===== src/rtl/crc8_pkg.sv =====
// Shared types and constants for the CRC-8 framer and its core.
// crc8_next() advances an MSB-first CRC-8 register by one byte.
package crc8_pkg;

  typedef enum logic [1:0] {
    CLEAR = 2'd0,
    DATA  = 2'd1,
    CRC   = 2'd2
  } state_e;

  localparam logic [7:0] CRC8_POLY_DEFAULT = 8'h07;
  localparam int         STATS_W           = 16;

  function automatic logic [7:0] crc8_next(input logic [7:0] crc,
                                           input logic [7:0] data,
                                           input logic [7:0] poly);
    logic [7:0] c;
    c = crc ^ data;
    for (int i = 0; i < 8; i++) begin
      c = c[7] ? ((c << 1) ^ poly) : (c << 1);
    end
    return c;
  endfunction

endpackage


===== src/rtl/crc8.sv =====
// Byte-wide CRC-8 core: init 0, no reflection, no final XOR.
// crc_o reflects every byte presented with data_valid_i on the following cycle; rst_i clears synchronously.
module crc8
  import crc8_pkg::*;
#(
  parameter logic [7:0] POLYNOMIAL = CRC8_POLY_DEFAULT
) (
  input  logic       clk_i,
  input  logic       rst_ni,
  input  logic       rst_i,
  input  logic [7:0] data_i,
  input  logic       data_valid_i,
  output logic [7:0] crc_o
);

  logic [7:0] crc_q;
  logic [7:0] crc_d;

  assign crc_d = crc8_next(crc_q, data_i, POLYNOMIAL);
  assign crc_o = crc_q;

  always_ff @(posedge clk_i or negedge rst_ni) begin
    if (!rst_ni) begin
      crc_q <= 8'h00;
    end else if (rst_i) begin
      crc_q <= 8'h00;
    end else if (data_valid_i) begin
      crc_q <= crc_d;
    end
  end

endmodule


===== src/rtl/crc8_framer.sv =====
// Streaming CRC-8 framer: forwards payload bytes one cycle later, then appends the CRC as the last byte.
// Upstream stalls while the output register is full and for the CRC and CLEAR cycles; optional CRC8_FRAMER_STATS_EN adds pkt_count_o.
module crc8_framer
  import crc8_pkg::*;
#(
  parameter logic [7:0] POLYNOMIAL = CRC8_POLY_DEFAULT
) (
  input  logic               clk_i,
  input  logic               rst_ni,
  input  logic [7:0]         s_data_i,
  input  logic               s_valid_i,
  input  logic               s_last_i,
  output logic               s_ready_o,
  output logic [7:0]         m_data_o,
  output logic               m_valid_o,
  output logic               m_last_o,
  input  logic               m_ready_i,
  output logic               busy_o
`ifdef CRC8_FRAMER_STATS_EN
  ,
  output logic [STATS_W-1:0] pkt_count_o
`endif
);

  state_e     state_q;
  logic [7:0] m_data_q;
  logic       m_valid_q;
  logic       m_last_q;
  logic       busy_q;
  logic [7:0] crc;
  logic       out_free;
  logic       accept;
  logic       crc_hs;

  assign out_free  = !m_valid_q || m_ready_i;
  assign s_ready_o = (state_q == DATA) && out_free;
  assign accept    = s_valid_i && s_ready_o;
  assign crc_hs    = m_valid_q && m_last_q && m_ready_i;

  assign m_data_o  = m_data_q;
  assign m_valid_o = m_valid_q;
  assign m_last_o  = m_last_q;
  assign busy_o    = busy_q;

  crc8 #(
    .POLYNOMIAL(POLYNOMIAL)
  ) u_crc8 (
    .clk_i       (clk_i),
    .rst_ni      (rst_ni),
    .rst_i       (state_q == CLEAR),
    .data_i      (s_data_i),
    .data_valid_i(accept),
    .crc_o       (crc)
  );

  always_ff @(posedge clk_i or negedge rst_ni) begin
    if (!rst_ni) begin
      state_q   <= CLEAR;
      m_data_q  <= 8'h00;
      m_valid_q <= 1'b0;
      m_last_q  <= 1'b0;
      busy_q    <= 1'b0;
    end else begin
      if (m_valid_q && m_ready_i) begin
        m_valid_q <= 1'b0;
      end
      // A new packet's first byte may be accepted on the same cycle the old CRC drains.
      if (crc_hs) begin
        busy_q <= 1'b0;
      end
      unique case (state_q)
        CLEAR: state_q <= DATA;
        DATA: begin
          if (accept) begin
            m_data_q  <= s_data_i;
            m_last_q  <= 1'b0;
            m_valid_q <= 1'b1;
            busy_q    <= 1'b1;
            if (s_last_i) begin
              state_q <= CRC;
            end
          end
        end
        CRC: begin
          if (out_free) begin
            m_data_q  <= crc;
            m_last_q  <= 1'b1;
            m_valid_q <= 1'b1;
            state_q   <= CLEAR;
          end
        end
        default: state_q <= CLEAR;
      endcase
    end
  end

`ifdef CRC8_FRAMER_STATS_EN
  logic [STATS_W-1:0] pkt_cnt_q;

  always_ff @(posedge clk_i or negedge rst_ni) begin
    if (!rst_ni) begin
      pkt_cnt_q <= '0;
    end else if (crc_hs) begin
      pkt_cnt_q <= pkt_cnt_q + 1'b1;
    end
  end

  assign pkt_count_o = pkt_cnt_q;
`endif

endmodule

===== config.mk =====
export PLATFORM = sky130hd
export DESIGN_NAME = crc8_framer
export DESIGN_NICKNAME = d
export VERILOG_FILES = /design/src/rtl/crc8_pkg.sv /design/src/rtl/crc8.sv /design/src/rtl/crc8_framer.sv
export SDC_FILE = /design/constraint.sdc
export NUM_CORES = 1
export LEC_CHECK = 0
export ABC_AREA = 1
export BUFFER_PORTS_ARGS = -buffer_cell sky130_fd_sc_hd__buf_2
export CAP_MARGIN = 25
export CORE_AREA = 5 5 48 67
export CTS_CLUSTER_DIAMETER = 80
export CTS_CLUSTER_SIZE = 12
export DETAILED_ROUTE_END_ITERATION = 16
export DIE_AREA = 0 0 53 72
export PLACE_DENSITY_LB_ADDON = 0.08
export SYNTH_ARGS = -nofsm -noshare
export SYNTH_HDL_FRONTEND = slang
export SYNTH_SLANG_ARGS = --single-unit
export TNS_END_PERCENT = 100

===== constraint.sdc =====
create_clock -name clk_i -period 2.3 [get_ports clk_i]
set_clock_uncertainty 0.15 [all_clocks]
set_input_delay 0.345 -clock clk_i [delete_from_list [all_inputs] [get_ports clk_i]]
set_output_delay 0.345 -clock clk_i [all_outputs]
set_load 0.1 [all_outputs]

After elaboration in Yosys (flattened, before gate mapping)
Index checks and enable logic that the tools add are counted.
Widths: inputs -> output; s select.
Cells by class
  equality and inequality tests: 5
  bitwise operators: 9
  muxes and demuxes: 27
  reductions and logical operators: 12
Operators by type and width (number)
  $mux 8: 4
  $mux 3: 8
  $not 3->3: 8
  $pmux 8 s2: 1
  $mux 1: 8
  $xor 8x8->8: 1
  $mux 2: 3
  $ne 2x2->1 const B: 3
  $pmux 2 s3: 1
  $reduce_and 3->1: 2
  $logic_and 1x1->1: 5
  $pmux 1 s2: 2
  $reduce_bool 2->1: 2
  $eq 2x1->1 const B: 1
  $eq 2x2->1 const B: 1
  $logic_not 2->1: 1
  $logic_not 1->1: 1
  $logic_or 1x1->1: 1
Storage, ports and cells
  output and inout bits: 12
  register bits: 21
  logic and storage cells: 59
  input port bits: 13

Logic depth before layout (Yosys ltp)
  depth in word-level cells: 19
  gate-level depth with buffers: 10
  mapped depth without buffers: 10

Hierarchy
A second synthesis with hierarchy kept.
Second synthesis, totals
  cells, all modules: 201
  area, all modules: 1418.9 um2
Modules (own cells, without submodules)
  crc8_framer: cells each 99, area each 752.0 um2, instances 1
  crc8: cells each 102, area each 666.9 um2, instances 1

Worst setup path after synthesis
Ideal clock, no wire load.
  path kind: reg2out
  start: register m_valid_q (netlist: m_valid_o)
  end: output port s_ready_o
  path buffers: 0
  setup slack: -617 ps
  data required time: 1805 ps
  data arrival time: 2422 ps
  cell stages (with the launch flop): 2
  cells stage by stage: dfrtp_1 > a21oi_1
On the way
  longest elaborated chain between the ends: 3
RTL lines
  from (decl): RTL line crc8_framer.sv:27  | logic m_valid_q;
  from (signal assigned): RTL line crc8_framer.sv:60  | m_valid_q <= 1'b0;
  from (signal assigned): RTL line crc8_framer.sv:65  | m_valid_q <= 1'b0;
  from (signal assigned): RTL line crc8_framer.sv:77  | m_valid_q <= 1'b1;
  $logic_not 1->1: RTL line crc8_framer.sv:35  | assign out_free = !m_valid_q || m_ready_i;
  $logic_or 1x1->1: RTL line crc8_framer.sv:35
  $logic_and 1x1->1: RTL line crc8_framer.sv:36  | assign s_ready_o = (state_q == DATA) && out_free;
  to (decl): RTL line crc8_framer.sv:13  | output logic s_ready_o,
No other way between the ends.

Worst setup path in the final report
  start: register state_q[1]
  end: output port s_ready_o
On the way
  longest elaborated chain between the ends: 2
RTL lines
  from (decl): RTL line crc8_framer.sv:25  | state_e state_q;
  from (signal assigned): RTL line crc8_framer.sv:58  | state_q <= CLEAR;
  from (signal assigned): RTL line crc8_framer.sv:72  | CLEAR: state_q <= DATA;
  from (signal assigned): RTL line crc8_framer.sv:80  | state_q <= CRC;
  $eq 2x1->1: RTL line crc8_framer.sv:36
  $logic_and 1x1->1: RTL line crc8_framer.sv:36
No other way between the ends.

==> key figures <==
Finish
  – Nets: 230
  – Finished Cell Area: 1536 sq um
  – Most common cell after layout, fill and taps aside: nand2_1
  – Commonest non-fill, non-tap cells in the layout: nand2_1, buf_2, dfrtp_1, inv_1, nand3_1
  – # fillers: 253
  – Antenna diodes: 0
  – Area growth syn-to-layout: 15.96%
  – Share of layout cells above drive strength 1: 19.81%

STA
  – Worst Slack Setup Final: 0.1179 ns
  – Fin crit share: 94.87%
  – Max Clock Freq: 458.3 MHz
  – Slew Limit Fails: 0
  – Slew headroom: 66.96%
  – RSZ-0062 raised after global routing: false
  – Tmin final: 2.182 ns
  – Setup TNS Final: 0 ns
  – Final setup viols: 0
  – Final Hold Viols: 0
  – Worst Tran Pin Value: 0.4956 ns

GRT
  – Largest net degree at the start of global routing: 22
  – Initial antenna violation count: 0
  – GR Overflow Total: 0
  – First-pass GRT wire length: 5.430 mm
  – Via count of the first global-routing pass: 1,303
  – Total track usage: 18.91%

Route
  – Vias/cell: 5.085
  – Remaining DRCs: 0
  – DR iter-0 viols: 27
  – Per-cell routed wire length: 12.26 um
  – Antenna-violating nets left: 0
  – Drt pass-1 iters: 4
  – Overall routed net length: 3.041 mm
  – Total number of vias: 1,261

Synthesis
  – Seq/Total Area, Yosys: 39.66%
  – Synth Flop Type: dfrtp_1
  – Top area cells in the synthesized netlist: dfrtp_1, nand2_1, inv_1
  – Cell Area, Synth: 1325 sq um
  – Yosys warns: 0
  – Area leader, netlist: dfrtp_1
  – #FFs+latches synth: 21
  – Mapped Cells: 184
  – Mapped Nets: 201
  – Number of synthesized flops with an enable pin: 0
  – FFs w/ async S/R, synth: 100.0%
  – Synth Area per Inst: 7.201 sq um
  – Yosys top cell area share: 39.66%
  – Yosys cell types: 24

Placed design
  – DP Worst Slack: 0.3756 ns
  – Final HPWL from detailed placement: 2.426 mm
  – Cell Area, Placed: 1498 sq um
  – GPL Wtd Cong: 0.7600
  – PortBufs: 24

Clock tree
  – Root Driver: clkbuf_4
  – Clock sink count: 21
  – CTS buffer count: 3
  – Clock transition at path regs: 0.12 ns
  – TritonCTS clock tree: done
  – Clock Path Buffers: 2
  – H-tree Lvls: 1
  – Clk_lat worst skew: 0.31 ns

Setup path
  – Type of destination of the critical path: output pin
  – Crit Reg-Reg Endpoint: m_data_o[0]$_DFFE_PN0P_
  – Stages on the worst setup path: 5
  – Worst path top cell family by delay: buffers and inverters
  – Max Fanout on Critical Path: 4
  – Kind of critical path: reg2out
  – Crit path buffers/inverters: 3
  – Worst Reg2Reg Path Length in Cells: 9
  – Crit-path cells: inv_1, ha_1, inv_1, a21oi_4, clkbuf_4
  – Flop2flop setup slack: 0.35 ns
  – Worst R2R Start: state_q[0]$_DFFE_PN0P_
  – Worst path max stage delay: 0.41 ns
  – Data arrival, critical path: 1.69 ns
  – Slowest stage cell, crit path: dfrtp_1
  – Most used cell, CP: inv_1
  – CP required: 1.80 ns
  – Nature of the critical path startpoint: flip-flop

Die
  – Starting density of the core: 51.76%
  – I/O pins: 25
  – Core Footprint: 2560 sq um
  – Rows: 22
  – Die H: 72 um
  – Chip Width: 53 um
  – Full die area: 3816 sq um

Flow run
  – Max capacitance violation total: 0

Worst hold path
  – Worst Hold Launch: s_data_i[7]
  – Hold depth: 3
  – Hold Path Sink: m_data_o[7]$_DFFE_PN0P_
  – HP Class: in2reg

Outcome
  – Status: finished, final reports clean
stage by stage:
step / hold slack, ns / util [%] / cells
2_1_floorplan: -0.1006 / - / 184
3_3_place_gp: 0.1725 / 58.50 / 243
3_5_place_dp: 0.1856 / 58.50 / 243
4_1_cts: 0.1643 / 59.92 / 248
5_1_grt: 0.1759 / 60.02 / 248
6_report: 0.1624 / 60.02 / 248
worst max-delay path by stage:
stage	endpoint	startpoint	slack, ns
floorplan	s_ready_o	m_valid_o$_DFF_PN0_	0.28
global placement	s_ready_o	state_q[1]$_DFFE_PN0P_	0.45
detailed placement	s_ready_o	state_q[1]$_DFFE_PN0P_	0.38
CTS	s_ready_o	state_q[1]$_DFFE_PN0P_	0.009
global route	s_ready_o	state_q[1]$_DFFE_PN0P_	0.03
finish	s_ready_o	state_q[1]$_DFFE_PN0P_	0.12
per-layer routing:
| metal | part of all wire, % | global-route usage, % |
|---|---|---|
| met1 | 38 | 19.19 |
| met2 | 54 | 34.67 |
| met3 | 4.2 | 3.285 |
| met4 | 4.0 | 11.08 |
| met5 | 0 | 0 |
cell usage after synthesis, types with 2 or more instances:
library cell,n
o21ai_0,4
ha_1,4
a21oi_1,2
o211ai_1,8
xnor2_1,4
o22ai_1,2
nand3_1,10
nor2_1,3
dfrtp_1,21
nand2_1,90
or2_2,3
inv_2,4
xor2_1,2
inv_1,17
sequential cells by signal, summed over array words and instances (netlist names):
name	flops
m_last_o	1
state_q	2
u_crc8.crc_o	8
m_data_o	8
m_valid_o	1
busy_o	1
cell type report:
| cell class | count | area (sq um) | share of cell area (%) |
|---|---|---|---|
| multi-input combinational | 140 | 720.7 | 46.91 |
| sequential | 21 | 525.5 | 34.20 |
| timing repair buffer | 26 | 140.1 | 9.121 |
| inverter | 21 | 78.83 | 5.130 |
| tap | 36 | 45.04 | 2.932 |
| clock buffer | 4 | 26.28 | 1.710 |
cell families after synthesis:
family | share of synthesized area, %
buffers and inverters | 6.798
AND/OR/NAND/NOR | 34.56
XOR/XNOR | 5.194
AO/OA/AOI/OAI | 10.01
adder cells (fa/ha/maj) | 3.777
flip-flops | 39.66
what timing repair did:
item,in CTS,in global routing
hold buffers,1,0
setup buffers,0,0
gates resized for setup,0,1
hold endpoints to repair,21,0
endpoints found under the setup margin,0,1
worst register-to-register path: stages (launching register included):
cell and delay [ns]:
dfrtp_1 0.44, inv_1 0.10, ha_1 0.45, inv_2 0.13, nor2_1 0.15, a21oi_2 0.05, nand2_1 0.10, inv_2 0.09
o211ai_1 0.12, nand2_1 0.07
Power is not shown: default switching activity piles up to over one toggle a cycle in this logic, so the estimate is an artifact.
